--- config.mk ---
export PLATFORM = sky130hd
export DESIGN_NAME = fft_frame_sequencer
export DESIGN_NICKNAME = d
export VERILOG_FILES = /design/src/rtl/fft_pkg.sv /design/src/rtl/buf_write_ctrl.sv /design/src/rtl/fft_frame_sequencer.sv
export SDC_FILE = /design/constraint.sdc
export NUM_CORES = 1
export LEC_CHECK = 0
export ABC_AREA = 1
export ABC_CLOCK_PERIOD_IN_PS = 2400
export BUFFER_PORTS_ARGS = -buffer_cell sky130_fd_sc_hd__buf_2
export CAP_MARGIN = 10
export CORE_UTILIZATION = 55
export DETAILED_ROUTE_END_ITERATION = 8
export PLACE_DENSITY = 0.84
export REMOVE_ABC_BUFFERS = 1
export SLEW_MARGIN = 20
export SYNTH_ARGS = -nofsm -noshare
export SYNTH_HDL_FRONTEND = slang
export SYNTH_HIERARCHICAL = 1
export SYNTH_SLANG_ARGS = --single-unit
--- constraint.sdc ---
create_clock -name clk -period 2.4 [get_ports clk]
set_input_delay 0.6 -clock clk [delete_from_list [all_inputs] [get_ports clk]]
set_output_delay 0.6 -clock clk [all_outputs]
set_load 0.05 [all_outputs]
--- src/rtl/fft_pkg.sv ---
// Shared constants and types for the FFT frame sequencer.
// Sizes are fixed by the A/B buffer RAMs, so they are not overridable.
package fft_pkg;
  localparam int N = 9;
  localparam int FFT_SIZE = 2**N;
  localparam logic [N-1:0] LAST_IDX = N'(FFT_SIZE - 1);

  typedef enum logic [2:0] {IDLE, LOAD, FLUSH, START, WAIT} rd_state_t;
  typedef enum logic {BANK_A = 1'b0, BANK_B = 1'b1} bank_t;
endpackage

--- src/rtl/buf_write_ctrl.sv ---
// Write side of the A/B buffers: address, bank steering, full flags and sticky overrun.
// Write enables are combinational from sample_valid; a full target bank drops the sample.
module buf_write_ctrl
  import fft_pkg::*;
(
  input  logic         clk,
  input  logic         reset,
  input  logic         sample_valid,
  input  logic         clear_overrun,
  input  logic [1:0]   release_mask,
  output logic         buf_we_a,
  output logic         buf_we_b,
  output logic [N-1:0] wr_addr,
  output logic [1:0]   full,
  output logic         overrun
);
  bank_t        wr_bank;
  logic [N-1:0] wr_idx;
  logic         accept;
  logic         drop;
  logic [1:0]   set_mask;

  assign accept   = sample_valid & ~reset & ~full[wr_bank];
  assign drop     = sample_valid & full[wr_bank];
  assign buf_we_a = accept & (wr_bank == BANK_A);
  assign buf_we_b = accept & (wr_bank == BANK_B);
  assign wr_addr  = wr_idx;
  assign set_mask = (accept && wr_idx == LAST_IDX) ?
                    ((wr_bank == BANK_A) ? 2'b01 : 2'b10) : 2'b00;

  always_ff @(posedge clk) begin
    if (reset) begin
      wr_bank <= BANK_A;
      wr_idx  <= '0;
      full    <= 2'b00;
      overrun <= 1'b0;
    end else begin
      if (accept) begin
        wr_idx <= wr_idx + N'(1);
        if (wr_idx == LAST_IDX)
          wr_bank <= (wr_bank == BANK_A) ? BANK_B : BANK_A;
      end
      // Reader only ever releases the bank the writer is not filling.
      full <= (full & ~release_mask) | set_mask;
      if (drop)
        overrun <= 1'b1;
      else if (clear_overrun)
        overrun <= 1'b0;
    end
  end
endmodule

--- src/rtl/fft_frame_sequencer.sv ---
// Streams each full A/B bank into the FFT core: LOAD 512 reads, one FLUSH, one fft_start.
// fft_load/fft_add_rd lag rd_addr by one cycle for the RAM read; new frames wait for fft_done.
module fft_frame_sequencer
  import fft_pkg::*;
#(
  parameter int CNT_W = 8
) (
  input  logic             clk,
  input  logic             reset,
  input  logic             sample_valid,
  input  logic             fft_done,
  input  logic             clear_overrun,
  output logic             buf_we_a,
  output logic             buf_we_b,
  output logic [N-1:0]     wr_addr,
  output logic [N-1:0]     rd_addr,
  output logic             rd_sel,
  output logic             fft_load,
  output logic [N-1:0]     fft_add_rd,
  output logic             fft_start,
  output logic             busy,
  output logic             overrun,
  output logic [CNT_W-1:0] frame_cnt
);
  rd_state_t    state;
  bank_t        rd_bank;
  logic [N-1:0] rd_idx;
  logic [1:0]   full;
  logic [1:0]   release_mask;

  buf_write_ctrl u_buf_write_ctrl (
    .clk           (clk),
    .reset         (reset),
    .sample_valid  (sample_valid),
    .clear_overrun (clear_overrun),
    .release_mask  (release_mask),
    .buf_we_a      (buf_we_a),
    .buf_we_b      (buf_we_b),
    .wr_addr       (wr_addr),
    .full          (full),
    .overrun       (overrun)
  );

  assign rd_addr      = rd_idx;
  assign rd_sel       = rd_bank;
  assign release_mask = (state == FLUSH) ? ((rd_bank == BANK_A) ? 2'b01 : 2'b10) : 2'b00;

  always_ff @(posedge clk) begin
    if (reset) begin
      state      <= IDLE;
      rd_bank    <= BANK_A;
      rd_idx     <= '0;
      fft_load   <= 1'b0;
      fft_add_rd <= '0;
      fft_start  <= 1'b0;
      busy       <= 1'b0;
      frame_cnt  <= '0;
    end else begin
      fft_start  <= 1'b0;
      fft_load   <= (state == LOAD);
      fft_add_rd <= rd_idx;
      case (state)
        IDLE: if (full[rd_bank]) begin
          state  <= LOAD;
          rd_idx <= '0;
          busy   <= 1'b1;
        end
        // rd_idx wraps to 0 on the last read, leaving rd_addr at 0 outside LOAD.
        LOAD: begin
          rd_idx <= rd_idx + N'(1);
          if (rd_idx == LAST_IDX)
            state <= FLUSH;
        end
        FLUSH: begin
          rd_bank   <= (rd_bank == BANK_A) ? BANK_B : BANK_A;
          fft_start <= 1'b1;
          state     <= START;
        end
        START: begin
          frame_cnt <= frame_cnt + CNT_W'(1);
          state     <= WAIT;
        end
        WAIT: if (fft_done) begin
          state <= IDLE;
          busy  <= 1'b0;
        end
        default: state <= IDLE;
      endcase
    end
  end
endmodule

---- Yosys cells after proc, flatten, opt, wreduce, memory -nomap -nowiden ----
Cells that the tools add are included.
W data, S select, Z words.
storage, ports and cells
  input port bits ......................... 5
  logic and storage cells ................. 68
  output and inout bits ................... 42
  register bits ........................... 46
operators by class
  bitwise logic cells ..................... 11
  order comparisons ....................... 2
  reductions and logical operators ........ 9
  eq/ne operators ......................... 9
  muxes and demuxes ....................... 22
  add/sub/neg operators ................... 3
operators by type and width
  kind                   number
  $add A9 B1 Y9 const B  2
  $eq A9 B9 Y1 const B   2
  $pmux W9 S2            1
  $pmux W3 S5            1
  $mux W1                11
  $mux W3                3
  $mux W9                1
  $add A8 B1 Y8 const B  1
  $mux W2                4
  $eq A3 B2 Y1 const B   2
  $reduce_and A3 Y1      2
  $reduce_bool A2 Y1     3
  $and A1 B1 Y1          5
  $lt A1 B2 Y1 const B   2
  $ne A2 B2 Y1 const B   2
  $reduce_and A2 Y1      2
  $eq A3 B1 Y1 const B   1
  $eq A3 B3 Y1 const B   1
  $logic_not A3 Y1       1
  $not A1 Y1             3
  $and A2 B2 Y2          1
  $ne A2 B1 Y1 const B   1
  $not A2 Y2             1
  $or A2 B2 Y2           1
  other kinds (2)        2

---- Logic depth before layout (Yosys ltp) ----
Gate-level depths: netlist of run 1.
  depth in word-level cells ............... 7
  mapped depth ............................ 10
  mapped depth without buffers ............ 10

---- Modules after synthesis ----
The synthesis of run 1 kept the hierarchy.
by module, submodules not included
  module               area an instance (µm²)  sequential area each (µm²)  cells an instance  instances
  fft_frame_sequencer  1,410.1                 660.6                       190                1
  buf_write_ctrl       665.6                   260.2                       98                 1

---- Worst setup path before layout of run 1 ----
Ideal clock, no wire load.
  path kind ............................... input port to output port
  from .................................... in reset
  to ...................................... out buf_we_a
  required time ........................... 1,800 ps
  buffers on the path ..................... 0
  cell stages on the path ................. 3
  path slack .............................. 347 ps
  arrival ................................. 1,453 ps
  cells stage by stage .................... inv_2 -> nand2_4 -> nor2_1
between the ends
  word-level cells in the longest chain between the ends .. 4
RTL lines
  item                        line                       source
  from (decl)                 fft_frame_sequencer.sv:9   input logic reset,
  $not A1 Y1                  buf_write_ctrl.sv:23       assign accept = sample_valid & ~reset & ~full[wr_bank];
  $and A1 B1 Y1 (2 in a row)  buf_write_ctrl.sv:23
  $and A1 B1 Y1               buf_write_ctrl.sv:25       assign buf_we_a = accept & (wr_bank == BANK_A);
  to (decl)                   fft_frame_sequencer.sv:13  output logic buf_we_a,
No other way between the ends.

---- Worst setup path after layout of run 1 ----
Ends and elaborated chain as after synthesis.

==> results.yml, run 1 <==
drt:
  drt_iter0_markers: 135
  wl_per_cell_um: 10.97
  final_antenna_net_count: 0
  post-route-drc-count: 0
  via_per_inst: 4.958
  via_count: 1909
  drt-total-wl_um: 4222
  dr.pass1.iters: 4
sta:
  rsz0062_at_grt: "false"
  post-route-period-util: 0.8053
  finalHoldViolations: 0
  min_period_ns: 1.933
  finClkSkew_ns: 0.009275
  drv_slew: 0
  worst_slew_pin_slew_ns: 0.3399
  setup_viol: 0
  slew_headroom: 0.7729
  hold_slack_ns: 0.4886
  timing.fmax_mhz: 517.4
  final.setup.tns_ns: 0
power:
  pwr_density_cell_mw_per_mm2: 558.7
  p_total_mw: 1.370
  leakage_nw: 1.225
  peakVddDrop_mv: 0.4873
floorplan:
  rows: 21
  dieArea_mm2: 0.004024
  pin_count: 47
  dieHeight_um: 63.44
  core-area_mm2: 0.003468
  die_w_um: 63.44
  start_util: 0.5985
logic_synthesis:
  syn_avg_cell_area_um2: 7.207
  synth_edf_count: 0
  yosysWarnings: 6
  async_reset_ff_frac: 0
  yosysUniqueCellTypes: 30
  ys.flop_type: "dfxtp_1"
  ys_ff_latch: 46
  synthesis.area_mm2: 0.002076
  syn_inst: 288
  seq_area_frac_synth: 0.4436
grt:
  grt_pass1_wl_um: 7514
  grt-ovfl-total: 0
  grt_max_degree: 20
  track_usage: 0.2373
  grt_pass1_vias: 1797
  antenna_found_initial: 0
clock_tree:
  ctsHtreeMaxLevel: 2
  cts.sinks: 46
  cts-resized-gates: 0
  cts_root_buffer: "clkbuf_8"
  cts_setup_buffers: 0
  cts_tree: "built"
  clkSlewWorstSetupHoldPaths_ns: 0.08
  cts-buffers-inserted: 5
  clk_latency_ns: 0.30
  postCtsHoldBufs: 0
  ctsLongestPathBuffers: 2
finish:
  diodes: 0
  utilization: 0.7071
  nFillCells: 306
  postLayoutCellArea_mm2: 0.002452
  area_growth_pct: 18.14
  drive_gt1_frac: 0.2330
  finalNetCount: 348
critical_path:
  required_ns: 1.80
  crit_family: "buffers and inverters"
  arrival_ns: 1.33
  path_buf_inv: 3
  worstSetupPathType: "in -> out"
  max_stage_delay_ns: 0.26
  cp_slowest_cell: "buf_2"
  cp_cell_sequence: "buf_2 -> inv_2 -> nand2_4 -> nor2_1 -> buf_2"
  cp-end-kind: "primary output"
  path_max_fanout: 9
  cp_common_cell: "buf_2"
  start_kind: "input pin"
placed_design:
  place_congestion: 0.8049
  io_buffers: 46
  place_area_mm2: 0.002342
  hpwl_um: 3053
hold_path:
  min_path_type: "reg -> reg"
job:
  maxCapViolations: 0
outcome:
  outcome: "finished, final reports clean"
state kept, by name (all words and copies together), names as in the netlist:
name	flops
fft_load	1
u_buf_write_ctrl/full	2
u_buf_write_ctrl/wr_bank	1
fft_start	1
fft_add_rd	9
u_buf_write_ctrl/overrun	1
rd_sel	1
frame_cnt	8
busy	1
state	3
u_buf_write_ctrl/wr_addr	9
rd_addr	9
metal layers:
metal | track usage | up-vias | wire (um)
met5 | 0 | - | 0
met4 | 0.08523 | 0 | 70
met3 | 0.06159 | 7 | 194
met2 | 0.3989 | 48 | 1979
met1 | 0.2893 | 858 | 1978
li1 | - | 996 | -
cells in the final DEF (no fill, tap or decap), drive strengths merged, types with 3 or more instances in the layout:
cell	n
nor3	3
nor2	52
a21oi	14
clkbuf	8
dfxtp	46
nand2	72
inv	45
nand3	20
buf	47
o21ai	12
ha	5
nand4	4
report_power, final:
group | internal [mW] | leakage (nW) | switching (mW)
Clock | 0.291 | 0.0575 | 0.248
Combinational | 0.0157 | 0.797 | 0.0455
Sequential | 0.766 | 0.371 | 0.00423
Total | 1.07 | 1.23 | 0.298
Yosys cell counts, types with 4 or more instances:
| cell type | count | area share |
|---|---|---|
| o21ai_0 | 5 | 0.012 |
| nand2_1 | 69 | 0.12 |
| inv_2 | 10 | 0.018 |
| dfxtp_1 | 46 | 0.44 |
| nand3_1 | 16 | 0.039 |
| nor2_1 | 48 | 0.087 |
| nand4_1 | 4 | 0.012 |
| inv_1 | 35 | 0.063 |
| o21ai_1 | 7 | 0.017 |
| ha_1 | 5 | 0.030 |
| a21oi_1 | 14 | 0.034 |
layout make-up:
type / instances / area [um^2] / share of cell area
Timing Repair Buffer: 47 / 237.7 / 0.09694
Inverter: 45 / 168.9 / 0.06888
Sequential cell: 46 / 920.9 / 0.3755
Clock buffer: 8 / 110.1 / 0.04490
Tap cell: 46 / 57.56 / 0.02347
Multi-Input combinational cell: 193 / 957.2 / 0.3903
worst reg2reg max path: cells and delay by family (launching register included):
family | cells | cell delay [ns]
adders and majority gates | 2 | 0.47
buffers and inverters | 1 | 0.10
DFF | 1 | 0.43
and+or+nand+nor | 6 | 0.47
through the flow:
stage | worst slack (ns) | instances
after floorplan | 0.3468 | 284
after global placement | 0.4798 | 377
after detailed placement | 0.4730 | 377
after CTS | 0.4648 | 385
after global routing | 0.4151 | 385
final | 0.4673 | 385
final timing paths:
kind / startpoint / end / slack [ns] / cells after the start
setup / recovery: reset / buf_we_a / 0.47 / 5
hold reg to reg: rd_addr[8]$_SDFFE_PP0P_ / fft_add_rd[8]$_SDFF_PP0_ / 0.49 / 2
hold / removal: rd_addr[8]$_SDFFE_PP0P_ / fft_add_rd[8]$_SDFF_PP0_ / 0.49 / 2
setup reg to reg: u_buf_write_ctrl/wr_addr[0]$_SDFFE_PP0N_ / u_buf_write_ctrl/wr_bank$_SDFFE_PP0N_ / 0.84 / 9
kinds of logic after synthesis:
group           Yosys count  share of synthesized area
simple gates            154                     0.3388
buf+inv                  49                    0.09524
flops                    46                     0.4436
compound gates           32                    0.08379
fa+ha+maj                 5                    0.03014
xor+xnor                  2                   0.008440
No activity file was read; power rests on OpenSTA's default activity.
==> run 2, diff against run 1 <==
ABC_CLOCK_PERIOD_IN_PS = 1670   (was 2400)
CORE_UTILIZATION = 48   (was 55)
PLACE_DENSITY = 0.78   (was 0.84)
clock period = 1.67 ns   (was 2.4 ns; I/O delays follow)
==> run 2 against run 1 <==
Compared with the run above: global-route usage is 4.2 points lower; flip-flop and latch count stayed put; largest power group unchanged; count of clock-buffer cells in the layout is 3 lower; core utilization is 10 points lower; worst hold slack worse by 0.17 ns; largest cell class unchanged; wire length is 2.5% lower; critical path type is now reg -> out; cell area is 1.1% higher.
==> results.yml, run 2 (synthesis gave the netlist of run 1 again) <==
drt:
  wl_per_cell_um: 10.50
  drt_iter0_markers: 65
  dr.pass1.iters: 4
  drt-total-wl_um: 4117
  final_antenna_net_count: 0
  via_count: 1891
  via_per_inst: 4.824
  post-route-drc-count: 0
hold_path:
  min_from: "clear_overrun"
  min_path_type: "in -> reg"
  hold_end: "u_buf_write_ctrl/overrun$_SDFFE_PP0P_"
  min_path_cells: 2
clock_tree:
  cts_setup_buffers: 0
  cts.sinks: 46
  cts_tree: "built"
  ctsHtreeMaxLevel: 2
  cts_root_buffer: "clkbuf_8"
  cts-resized-gates: 0
  postCtsHoldBufs: 0
  ctsLongestPathBuffers: 2
  clkSlewWorstSetupHoldPaths_ns: 0.09
  clk_latency_ns: 0.30
  cts-buffers-inserted: 5
placed_design:
  hpwl_um: 2975
  dp_cells: 384
  io_buffers: 46
  place_congestion: 0.8185
critical_path:
  max_stage_delay_ns: 0.35
  crit_family: "flip-flops"
  worstSetupPathType: "reg -> out"
  r2r_end: "u_buf_write_ctrl/wr_addr[8]$_SDFFE_PP0N_"
  required_ns: 1.25
  path_buf_inv: 2
  reg2reg_slack_ns: 0.19
  path_max_fanout: 4
  r2r-start: "u_buf_write_ctrl/wr_addr[1]$_SDFFE_PP0N_"
  cp_cell_sequence: "inv_2 -> nand2_1 -> nor2_1 -> buf_2"
  cp_slowest_cell: "dfxtp_1"
  start_kind: "flop"
  rr_worst_depth: 8
  arrival_ns: 1.15
  cp-end-kind: "primary output"
floorplan:
  pin_count: 47
  die_w_um: 67.76
  start_util: 0.5080
  rows: 23
  dieArea_mm2: 0.004591
  dieHeight_um: 67.76
  core-area_mm2: 0.004086
finish:
  drive_gt1_frac: 0.2398
  area_growth_pct: 19.41
  finalNetCount: 351
  final_cells: 392
  regArea_um2: 920.9
  final_common_cell: "nand2_1"
  multi_input_area_um2: 957.2
  most-common-layout-cells: "69 x nand2_1, 48 x nor2_1, 46 x dfxtp_1, 46 x buf_2, 35 x inv_1"
  nFillCells: 393
  diodes: 0
grt:
  antenna_found_initial: 0
  grt-ovfl-total: 0
  grt_pass1_vias: 1642
  grt_max_degree: 20
  track_usage: 0.1955
  grt_pass1_wl_um: 6748
sta:
  finalHoldViolations: 0
  worst_slew_pin_slew_ns: 0.3229
  timing.fmax_mhz: 637.0
  rsz0062_at_grt: "false"
  slew_headroom: 0.7842
  min_period_ns: 1.570
  setup_viol: 0
  finClkSkew_ns: 0.009441
  post-route-period-util: 0.9401
  drv_slew: 0
power:
  pwr_density_cell_mw_per_mm2: 811.6
  sw_frac_of_total: 0.2209
  share_comb_of_total_power: 0.046
  peakVddDrop_mv: 0.5577
  power.internal_mw: 1.567
  p_total_mw: 2.012
  p_clk_frac: 0.404
  leakage_nw: 1.241
  seq_power_share: 0.549
  p_switching_mw: 0.4444
job:
  maxCapViolations: 0
outcome:
  outcome: "finished, final reports clean"
-- run 2: cell types whose count changed in the layout (fill, tap and decap cells not counted) --
cell and delta:
clkinv_2 +2, buf_4 +3, bufinv_16 +1, clkbuf_8 -3
-- run 2: power groups by stage --
stage / clock network, mW / registers (mW) / logic [mW]
floorplan: 0 / 1.15 / 0.0391
finish: 0.814 / 1.11 / 0.0930
CTS: 0.839 / 1.11 / 0.0932
detailed placement: 0 / 1.13 / 0.0928
global placement: 0 / 1.13 / 0.0918
global route: 0.880 / 1.11 / 0.102
-- run 2: routing by layer --
metal	share of wire	vias to the layer above	global-route usage
met3	0.051	7	0.06081
met5	0	-	0
met4	0.016	0	0.09574
met1	0.48	824	0.2377
met2	0.46	48	0.3094
li1	-	1012	-
-- run 2: layout make-up --
class	instances	share of cell area
multi-input combinational	193	0.3862
tap	50	0.02524
clock inverter	3	0.01615
timing repair buffer	50	0.1050
sequential	46	0.3715
inverter	45	0.06815
clock buffer	5	0.02776
-- run 2: worst max-delay path by stage --
stage / slack [ns] / depth (start not counted) / startpoint / to
after floorplan: -0.14 / 8 / u_buf_write_ctrl/wr_addr[0]$_SDFFE_PP0N_ / u_buf_write_ctrl/wr_addr[8]$_SDFFE_PP0N_
after global placement: 0.22 / 5 / reset / buf_we_a
after detailed placement: 0.21 / 8 / u_buf_write_ctrl/wr_addr[1]$_SDFFE_PP0N_ / u_buf_write_ctrl/wr_addr[8]$_SDFFE_PP0N_
after CTS: 0.09 / 4 / u_buf_write_ctrl/wr_bank$_SDFFE_PP0N_ / buf_we_a
after global routing: 0.01 / 4 / u_buf_write_ctrl/wr_bank$_SDFFE_PP0N_ / buf_we_a
final: 0.10 / 4 / u_buf_write_ctrl/wr_bank$_SDFFE_PP0N_ / buf_we_a
-- run 2: metrics by stage --
step,setup WS (ns),TNS [ns],hold WS (ns),util,area (um^2)
3_3_place_gp,0.2238,0,0.4593,0.5799,2370
2_1_floorplan,-0.1441,-0.6156,0.4866,-,2047
6_report,0.1001,0,0.3139,0.6066,2479
5_1_grt,0.01108,0,0.3095,0.6066,2479
4_1_cts,0.08527,0,0.3066,0.6066,2479
3_5_place_dp,0.2085,0,0.4667,0.5799,2370
